**src/rtl/f_encoder.sv**
```systemverilog
// Multi-hot to binary index encoder: emits each legal set bit, lowest first, one beat per handshake.
// First beat 1 cycle after capture; beats hold under OUT_READY=0, IN_READY low while draining.
module f_encoder #(
    parameter int WIDTH       = 32,
    parameter int IDXW        = 5,
    parameter int VALID_LINES = 17
) (
    input  logic             CLK,
    input  logic             RST,
    input  logic             IN_VALID,
    output logic             IN_READY,
    input  logic [WIDTH-1:0] IN,
    output logic [IDXW-1:0]  OUT,
    output logic             OUT_VALID,
    input  logic             OUT_READY,
    output logic             OUT_LAST,
    output logic             ERR,
    output logic             EMPTY
);

    typedef enum logic {IDLE = 1'b0, DRAIN = 1'b1} state_t;

    localparam logic [WIDTH-1:0] ONE  = WIDTH'(1);
    localparam logic [WIDTH-1:0] MASK = (VALID_LINES >= WIDTH) ? '1 : ((ONE << VALID_LINES) - ONE);

    state_t           state_q, state_d;
    logic [WIDTH-1:0] pending_q, pending_d;
    logic [IDXW-1:0]  out_q, out_d;
    logic             out_vld_q, out_vld_d;
    logic             out_last_q, out_last_d;
    logic             err_q, err_d;
    logic             empty_q, empty_d;

    logic [WIDTH-1:0] masked_in;
    logic [WIDTH-1:0] pending_next;

    // Descending scan so the final assignment is the lowest set index.
    function automatic logic [IDXW-1:0] lowest_idx(input logic [WIDTH-1:0] v);
        lowest_idx = '0;
        for (int i = WIDTH - 1; i >= 0; i--) begin
            if (v[i]) lowest_idx = IDXW'(i);
        end
    endfunction

    function automatic logic single_bit(input logic [WIDTH-1:0] v);
        single_bit = (v != '0) && ((v & (v - ONE)) == '0);
    endfunction

    assign masked_in    = IN & MASK;
    assign pending_next = pending_q & ~(ONE << out_q);

    always_comb begin
        state_d    = state_q;
        pending_d  = pending_q;
        out_d      = out_q;
        out_vld_d  = out_vld_q;
        out_last_d = out_last_q;
        err_d      = err_q;
        empty_d    = 1'b0;
        case (state_q)
            IDLE: begin
                if (IN_VALID) begin
                    pending_d = masked_in;
                    err_d     = |(IN & ~MASK);
                    if (masked_in == '0) begin
                        empty_d = 1'b1;
                    end else begin
                        state_d    = DRAIN;
                        out_d      = lowest_idx(masked_in);
                        out_vld_d  = 1'b1;
                        out_last_d = single_bit(masked_in);
                    end
                end
            end
            DRAIN: begin
                if (out_vld_q && OUT_READY) begin
                    pending_d = pending_next;
                    if (out_last_q) begin
                        state_d    = IDLE;
                        out_vld_d  = 1'b0;
                        out_last_d = 1'b0;
                    end else begin
                        out_d      = lowest_idx(pending_next);
                        out_last_d = single_bit(pending_next);
                    end
                end
            end
            default: state_d = IDLE;
        endcase
    end

    always_ff @(posedge CLK or negedge RST) begin
        if (!RST) begin
            state_q    <= IDLE;
            pending_q  <= '0;
            out_q      <= '0;
            out_vld_q  <= 1'b0;
            out_last_q <= 1'b0;
            err_q      <= 1'b0;
            empty_q    <= 1'b0;
        end else begin
            state_q    <= state_d;
            pending_q  <= pending_d;
            out_q      <= out_d;
            out_vld_q  <= out_vld_d;
            out_last_q <= out_last_d;
            err_q      <= err_d;
            empty_q    <= empty_d;
        end
    end

    assign IN_READY  = (state_q == IDLE);
    assign OUT       = out_q;
    assign OUT_VALID = out_vld_q;
    assign OUT_LAST  = out_last_q;
    assign ERR       = err_q;
    assign EMPTY     = empty_q;

endmodule

```
**config.mk**
```make
export PLATFORM = sky130hd
export DESIGN_NAME = f_encoder
export DESIGN_NICKNAME = d
export VERILOG_FILES = /design/src/rtl/f_encoder.sv
export SDC_FILE = /design/constraint.sdc
export NUM_CORES = 1
export LEC_CHECK = 0
export CAP_MARGIN = 40
export CORE_ASPECT_RATIO = 1.4
export CORE_MARGIN = 1.5
export CORE_UTILIZATION = 55
export CTS_CLUSTER_DIAMETER = 40
export DETAILED_ROUTE_END_ITERATION = 8
export DONT_BUFFER_PORTS = 1
export GPL_TIMING_DRIVEN = 0
export PLACE_DENSITY = 0.77
export SYNTH_ARGS = -nofsm -noshare
export SYNTH_HDL_FRONTEND = slang
export SYNTH_SLANG_ARGS = --single-unit
```
**constraint.sdc**
```tcl
create_clock -name CLK -period 2.3 [get_ports CLK]
set_input_delay 0.345 -clock CLK [delete_from_list [all_inputs] [get_ports CLK]]
set_output_delay 0.345 -clock CLK [all_outputs]
set_load 0.01 [all_outputs]
```
Yosys cells after proc, flatten, opt, wreduce, memory -nomap -nowiden
Index checks and enable logic that the tools add are counted.
W data, S select, Z words.
{ "word_totals": {"register_bits": 42, "inputBits": 36, "out_inout_bits": 10, "elab_cells": 109} }
{ "op_classes": {"addsub": 2, "eq_ne": 5, "shifts": 1, "mux": 75, "bitwise": 5, "reduce_logical": 14} }
{ "op_table": {"columns": ["op", "n"], "rows": [
  ["$mux W5", 53],
  ["$logic_not A32 Y1", 3],
  ["$and A32 B32 Y32", 2],
  ["$mux W32", 2],
  ["$pmux W32 S2", 1],
  ["$reduce_bool A32 Y1", 2],
  ["$and A17 B32 Y32", 1],
  ["$not A32 Y32", 1],
  ["$shl A1 B5 Y32 const A", 1],
  ["$sub A32 B1 Y32 const B", 1],
  ["$sub A17 B1 Y18 const B", 1],
  ["$mux W1", 15],
  ["$reduce_or A15 Y1", 1],
  ["$pmux W5 S2", 1],
  ["$reduce_and A4 Y1", 2],
  ["$ne A2 B2 Y1 const B", 3],
  ["$pmux W1 S2", 3],
  ["$ne A2 B1 Y1 const B", 2],
  ["$reduce_and A2 Y1", 2],
  ["$logic_and A1 B1 Y1", 3],
  ["$reduce_and A3 Y1", 1],
  ["$not A1 Y1", 1]
]} }

Longest topological paths before layout
Gate-level depths: netlist (run 1).
{ "depth": {"word_depth": 38, "depth_mapped": 10, "ltp_nobuf": 8} }

Worst setup path before layout (run 1)
OpenSTA, ideal clock, no wires.
{ "synth_timing": {"path_kind": "reg2reg", "start": "register out_q[1], in the netlist OUT[1]", "end": "register out_last_q, in the netlist OUT_LAST", "setup_ns": 0.078, "t_arrival_ns": 2.241, "required_ns": 2.222, "path_slack_ns": -0.019, "path_stages_with_launch": 11, "synth_period_minus_slack_ns": 2.319, "cell_sequence": "dfrtp_1 > buf_2 > buf_6 > mux2_1 > o32ai_1 > nand3_2 > nor2_1 > nand2_2 > nor3_1 > o2111ai_1 > o21bai_1"} }
{ "synth_via": {"elab_chain_cells": 10, "word_cells_on_any_way": 11} }
{ "synth_rtl": {"columns": ["item", "line", "text"], "rows": [
  ["start, declared", "28", "logic [IDXW-1:0] out_q, out_d;"],
  ["start signal, assigned", "104", "out_q <= out_d;"],
  ["$shl A1 B5 Y32 (*)", "50", "assign pending_next = pending_q & ~(ONE << out_q);"],
  ["$not A32 Y32 (*)", "50", null],
  ["$and A32 B32 Y32 (*)", "50", null],
  ["$sub A32 B1 Y32", "46", "single_bit = (v != '0) && ((v & (v - ONE)) == '0);"],
  ["$and A32 B32 Y32", "46", null],
  ["$logic_not A32 Y1", "46", null],
  ["$logic_and A1 B1 Y1 (*)", "46", null],
  ["$mux W1 (*)", "78", "if (out_last_q) begin"],
  ["$mux W1 (*)", "76", "if (out_vld_q && OUT_READY) begin"],
  ["$pmux W1 S2 (*)", "60", "case (state_q)"],
  ["end signal, assigned", "106", "out_last_q <= out_last_d;"],
  ["end, declared", "30", "logic out_last_q, out_last_d;"]
]} }
Mark *: on every way between the ends. The rest lies on a longest branch, timed or not. The select of a mux whose other input is x is not followed.
A chain may end at the register's enable or synchronous reset.

Worst setup path in the final report (run 1)
{ "layout_timing": {"start": "register out_q[3], in the netlist OUT[3]", "end": "register out_last_q, in the netlist OUT_LAST"} }
Same word-level chain as after synthesis.

==> summary.md, run 1 <==
| Metric | Value |
|---|---|
| Clk Tree Root Cell | clkbuf_8 |
| Comb pwr share | 65.3% |
| # Max-Cap Violations | 0 |
| Antenna-violating nets left | 0 |
| DRC | 0 |
| Design Power | 5.46 mW |
| Slew Limit Fails | 0 |
| Fin util | 73.9% |
| N_diodes | 0 |
| Die Wd | 70.9 microns |
| Cell Count, Final, Fillers Out | 575 |
| 1st-iter DRT viols | 441 |
| Tcrit/Tclk final | 112% |
| Overall via count from detail_route | 4197 |
| Path type of the worst min-delay path | input pin to flip-flop |
| Per-cell routed wire length | 24.4 microns |
| Leading post-synthesis cells by cell area | dfrtp_1 (30%), nand2_1 (5.6%), a21oi_1 (5.1%) |
| Placed cell count | 519 |
| Count of boundary I/O pins | 46 |
| Clock network fraction of total power | 10.9% |
| CP endpoint kind | flip-flop |
| Synth Register Bits | 42 |
| Worst slack at placement | -0.675 ns |
| Max Fclk | 0.388 GHz |
| Most common cell after layout, fill and taps aside | nand2_1 |
| Internal power | 2.70 mW |
| Sequential share of power | 23.8% |
| Slew at the pin with the worst max-slew slack | 0.772 ns |
| Maximum vdd ir drop | 0.000700 V |
| Failing checks | setup timing |
| Final WS setup | -0.280 ns |
| Mean area per synthesized cell | 7.94 sq um |
| Area delta synth->final | 29.4% |
| RSZ-0062 raised after global routing | true |
| Critical Path Fanout Max | 8 |
| RD Place Congestion | 1.11 |
| DP Wirelength | 9.60 mm |
| CP Data Arrival Time | 2.81 ns |
| CTS sink cnt | 42 |
| Most frequent cells in the layout | nand2_1 (51), buf_4 (43), dfrtp_1 (37) |
| TritonCTS buffer count | 5 |
| Initial core utilization | 57.1% |
| Initial antenna violation count | 0 |
| Sw power | 2.76 mW |
| Total Wirelength | 14.0 mm |
| Worst-path clk slew | 0.09 ns |
| Layout cells sized above 1 | 28.8% |
| Number of global-route vias before repair | 4190 |
| CTS tree | done |
| Register area share after synthesis | 29.6% |
| DIE HEIGHT | 98.0 microns |
| Period minus WS final | 2.58 ns |
| Cell at the slowest stage of the critical path | or4b_4 |
| Async SR Flop Fraction | 100% |
| Crit path kind | flip-flop to flip-flop |
| Post-layout nets | 538 |
| Global Route Usage Sum | 40.1% |
| Status | finished with violations |
| WP data required | 2.53 ns |
| First-pass DRT Iterations | 7 |
| Switching part of the total | 50.5% |
| LEAKAGE | 1.77 nW |
| Fin Setup TNS | -0.833 ns |
| Net count after synthesis | 483 |
| Yosys cell types | 80 |
| Post-synth EDFFs | 0 |
| # fillers | 473 |
| Port Buf Inserts | 0 |
| Core area | 6210 sq um |
| Cell Pwr Density | 1190 nW/um^2 |
| Die footprint | 6950 sq um |
| Synth Cell Area | 3550 sq um |
| Buf/Inv on CP | 1 |
| Global-route wire length before repair | 21.6 mm |
| Crit path launch type | flip-flop |
| Max_slew headroom | 48.5% |
| Largest net degree at the start of global routing | 43 |
| Clk_lat worst skew | 0.31 ns |
| Via density per instance | 7.30 |
| Clk_skew | 0.00932 ns |
| Area after DPL | 3660 sq um |
| Overflow after GRT | 0 |
| CTS H-tree lvls | 2 |
| Fin area | 4590 sq um |
| Clock buffer depth | 2 |
| Cells after synthesis | 447 |
| Final Hold Viols | 0 |
| Top cell family by delay on the critical path | compound AO/OA/AOI/OAI gates |
| Crit-path cells | buf_6 > or4b_4 > o22a_1 > a22o_1 > nand2_2 > nand4_1 > a2111oi_2 > o2111ai_1 > o21bai_1 |
| Final setup fails | 6 |
| Post-synth top area share | 29.6% |
| Synth area leader | dfrtp_1 |
| Site Rows | 34 |
| Slowest Stage Delay on Critical Path | 0.53 ns |
| Worst hold margin | 0.0952 ns |
| Yosys warns | 0 |
| Ys flop type | dfrtp_1 |
-- Yosys cell counts (3+ instances only) --
master / instances
a221oi_1: 4
o22ai_1: 8
a21oi_1: 36
and3_1: 3
inv_1: 11
nor2b_1: 8
a22oi_1: 4
o21ai_0: 36
buf_6: 4
buf_2: 5
clkbuf_1: 14
o311ai_0: 3
nand2b_1: 8
nand3b_1: 3
nor4_1: 7
o311a_1: 3
dfrtp_1: 42
o31ai_1: 10
mux2i_1: 9
o21a_1: 6
o21ai_1: 11
nor3_1: 14
o21ai_2: 3
a211oi_1: 3
a22o_1: 3
nand3_1: 15
o211ai_1: 9
nor2_1: 31
nand2_1: 53
o21bai_1: 4
o2111ai_1: 3
nand4_1: 5
maj3_1: 3
a31oi_1: 5
-- worst paths after layout --
kind	slack, ns	from	depth (start not counted)	to
setup / recovery	-0.28	OUT[3]$_DFFE_PN0P_	9	OUT_LAST$_DFFE_PN0P_
hold / removal	0.1	IN[16]	1	EMPTY$_DFF_PN0_
setup reg to reg	-0.28	OUT[3]$_DFFE_PN0P_	9	OUT_LAST$_DFFE_PN0P_
hold reg to reg	0.55	pending_q[5]$_DFFE_PN0P_	2	pending_q[5]$_DFFE_PN0P_
max in group asynchronous	1.53	RST	2	pending_q[13]$_DFFE_PN0P_
min in group asynchronous	0.54	RST	2	pending_q[22]$_DFFE_PN0P_
-- logic make-up after synthesis --
| family | count (synthesis) | synth area share (%) |
|---|---|---|
| AOI/OAI and AO/OA | 177 | 34.2 |
| muxes | 12 | 3.49 |
| and+or+nand+nor | 176 | 26.7 |
| xor gates and xnor gates | 1 | 0.247 |
| DFF | 42 | 29.6 |
| adders and majority gates | 3 | 0.847 |
| buffers and inverters | 36 | 4.94 |
-- what timing repair did --
item | 4_1_cts | 5_1_grt
endpoints found under the hold margin | 42 | 0
hold buffers | 2 | 0
cloned | 1 | 0
buffers inserted | 36 | 12
pin swaps | 36 | 24
endpoints found under the setup margin | 6 | 7
gates resized for setup | 79 | 24
-- registers in the layout (all words and copies together) (netlist names) --
signal     count
pending_q     32
state_q        1
ERR            1
OUT            5
OUT_VALID      1
EMPTY          1
OUT_LAST       1
-- per-layer routing --
metal  up-vias  global-route usage, %  wire length (microns)
li1       1831                      -                      -
met3       108                   4.85                   1160
met2       302                   68.0                   6910
met1      1956                   47.3                   4870
met4         0                   25.3                   1100
met5         -                      0                      0
-- area by class of cell --
| type | count | area, sq um | share of cell area, % |
|---|---|---|---|
| Inverter | 12 | 45.0 | 0.981 |
| Sequential cell | 42 | 1060 | 23.0 |
| Clock buffer | 8 | 110 | 2.40 |
| Buffer | 23 | 175 | 3.82 |
| Tap cell | 72 | 90.1 | 1.96 |
| Multi-Input combinational cell | 369 | 2700 | 58.8 |
| Timing Repair Buffer | 49 | 412 | 8.97 |
-- power by group through the flow --
stage          Sequential, mW  Combinational, mW  Clock (mW)
2_1_floorplan            1.17               1.89           0
3_3_place_gp             1.24               2.52           0
3_5_place_dp             1.25               2.54           0
4_1_cts                  1.28               3.28       0.588
5_1_grt                  1.32               3.76       0.610
6_report                 1.30               3.56       0.595
Note: power is estimated with default switching activity, not from simulation.
==> inputs of run 2 (changes only) <==
--- a/config.mk
+++ b/config.mk
@@ -13,7 +13,7 @@
 export DETAILED_ROUTE_END_ITERATION = 8
 export DONT_BUFFER_PORTS = 1
 export GPL_TIMING_DRIVEN = 0
-export PLACE_DENSITY = 0.77
+export PLACE_DENSITY = 0.73
 export SYNTH_ARGS = -nofsm -noshare
 export SYNTH_HDL_FRONTEND = slang
 export SYNTH_SLANG_ARGS = --single-unit
==> run 2 against run 1 <==
The run still ends with setup timing left. Non-clock buffer count down 18. Final area down 5.2%. Hold slack better by 0.015 ns. Largest power group unchanged. Final cell count down 3.1%. Register-to-register slack better by 0.02 ns.
==> summary.md, run 2 (synthesized netlist as in run 1, its figures left out) <==
| Metric | Value |
|---|---|
| Most common cell after layout, fill and taps aside | nand2_1 |
| Top reg by flops | pending_q |
| Worst-path clk slew | 0.08 ns |
| 1st-iter DRT viols | 447 |
| RSZ-0062 raised after global routing | true |
| Port Buf Inserts | 0 |
| Worst r2r path cells | 10 |
| Antenna-violating nets left | 0 |
| Initial antenna violation count | 0 |
| TritonCTS buffer count | 5 |
| # Max-Cap Violations | 0 |
| First-pass DRT Iterations | 6 |
| Cell Pwr Density | 1180 nW/um^2 |
| DRC | 0 |
| CP endpoint kind | flip-flop |
| Reg2reg setup slack | -0.26 ns |
| Cell Count, Final, Fillers Out | 557 |
| Overall via count from detail_route | 4095 |
| Final setup fails | 6 |
| Final Hold Viols | 0 |
| Count of boundary I/O pins | 46 |
| Slowest Stage Delay on Critical Path | 0.46 ns |
| Global-route wire length before repair | 20.2 mm |
| Number of global-route vias before repair | 3928 |
| LEAKAGE | 1.65 nW |
| FF-to-FF End | OUT_LAST$_DFFE_PN0P_ |
| Clk_skew | 0.0113 ns |
| CTS sink cnt | 42 |
| CTS tree | done |
| DIE HEIGHT | 98.0 microns |
| Fin util | 70.0% |
| WP data required | 2.53 ns |
| Hold endpoint | EMPTY$_DFF_PN0_ |
| Area delta synth->final | 22.6% |
| Most frequent cells in the layout | nand2_1 (51), dfrtp_1 (37), a21oi_1 (36) |
| Critical Path Fanout Max | 10 |
| Design Power | 5.15 mW |
| Hold Path Stages | 1 |
| Final WS setup | -0.256 ns |
| Period minus WS final | 2.56 ns |
| RD Place Congestion | 1.01 |
| Initial core utilization | 57.1% |
| Crit path kind | flip-flop to flip-flop |
| Maximum vdd ir drop | 0.000748 V |
| Failing checks | setup timing |
| Die Wd | 70.9 microns |
| Clk Tree Root Cell | clkbuf_8 |
| Core area | 6210 sq um |
| Path type of the worst min-delay path | input pin to flip-flop |
| Clock buffer depth | 2 |
| Site Rows | 34 |
| Overflow after GRT | 0 |
| Slew Limit Fails | 0 |
| DP Wirelength | 9.38 mm |
| Placed cell count | 519 |
| Worst hold margin | 0.110 ns |
| Crit path launch type | flip-flop |
| Global Route Usage Sum | 37.4% |
| CTS H-tree lvls | 2 |
| Most used cell, CP | a21oi_1 |
| Slew at the pin with the worst max-slew slack | 0.748 ns |
| Per-cell routed wire length | 23.7 microns |
| Total Wirelength | 13.2 mm |
| Cell at the slowest stage of the critical path | dfrtp_2 |
| Hold_sp | IN[16] |
| N_diodes | 0 |
| RR Startpoint | OUT[4]$_DFFE_PN0P_ |
| Largest register FFs | 32 |
| # fillers | 485 |
| Post-layout nets | 520 |
| Via density per instance | 7.35 |
| CP Data Arrival Time | 2.79 ns |
| Crit-path cells | nand2b_4 > buf_8 > o41ai_4 > buf_4 > o21ai_1 > a21oi_1 > a21oi_1 > a2111oi_2 > o2111ai_1 > o21bai_1 |
| Layout cells sized above 1 | 23.3% |
| Clk_lat worst skew | 0.31 ns |
| Max_slew headroom | 49.6% |
| Tcrit/Tclk final | 111% |
| Status | finished with violations |
| Max Fclk | 0.391 GHz |
| Largest net degree at the start of global routing | 43 |
| Die footprint | 6950 sq um |
## run 2: how the worst max path moves through the flow
stage,start,end,slack [ns],cells after the start
after floorplan,OUT[3]$_DFFE_PN0P_,OUT_LAST$_DFFE_PN0P_,0.0005,9
after global placement,IN[2],OUT[2]$_DFFE_PN0P_,-0.76,9
after detailed placement,IN[2],OUT[2]$_DFFE_PN0P_,-0.79,9
after CTS,OUT[3]$_DFFE_PN0P_,OUT_LAST$_DFFE_PN0P_,-0.20,9
after global routing,OUT[4]$_DFFE_PN0P_,OUT_LAST$_DFFE_PN0P_,-0.31,9
final,OUT[4]$_DFFE_PN0P_,OUT_LAST$_DFFE_PN0P_,-0.26,10
## run 2: layout make-up
cell class	count	area (sq um)	area share, %
Sequential cell	42	1060	24.3
Buffer	24	169	3.88
Multi-Input combinational cell	369	2650	60.8
Tap cell	72	90.1	2.07
Timing Repair Buffer	30	249	5.72
Clock buffer	7	86.3	1.98
Clock inverter	1	8.76	0.201
Inverter	12	45.0	1.04
## run 2: through the flow
stage	setup TNS [ns]	setup slack (ns)	area [sq um]
finish	-1.10	-0.256	4350
global route	-1.57	-0.315	4350
CTS	-0.618	-0.197	4260
detailed placement	-3.47	-0.787	3660
global placement	-3.44	-0.757	3660
floorplan	0	0.000473	3570
## run 2: metal layers
layer | vias up | share of wire, % | track usage [%]
met5 | - | 0 | 0
li1 | 1788 | - | -
met4 | 0 | 7.9 | 28.4
met3 | 100 | 7.3 | 5.37
met2 | 302 | 48 | 61.8
met1 | 1905 | 37 | 42.9
## run 2: power by group
part           total (mW)  switching [mW]  internal, mW
Clock               0.550           0.301         0.249
Sequential           1.32           0.360         0.957
Combinational        3.28            2.02          1.27
## run 2: repair_timing
| action | 4_1_cts | 5_1_grt |
|---|---|---|
| gates cloned | 1 | 0 |
| hold buffers | 2 | 0 |
| pin swaps | 20 | 7 |
| endpoints found under the setup margin | 6 | 6 |
| buffers inserted | 21 | 6 |
| endpoints found under the hold margin | 42 | 0 |
| gates resized for setup | 67 | 11 |
## run 2: worst max-delay path, delay by kind of cell (launching register included)
family                 cells  cell delay (ns)
and+or+nand+nor            1             0.17
DFF                        1             0.46
buffers and inverters      2             0.35
AOI/OAI and AO/OA          7             1.50
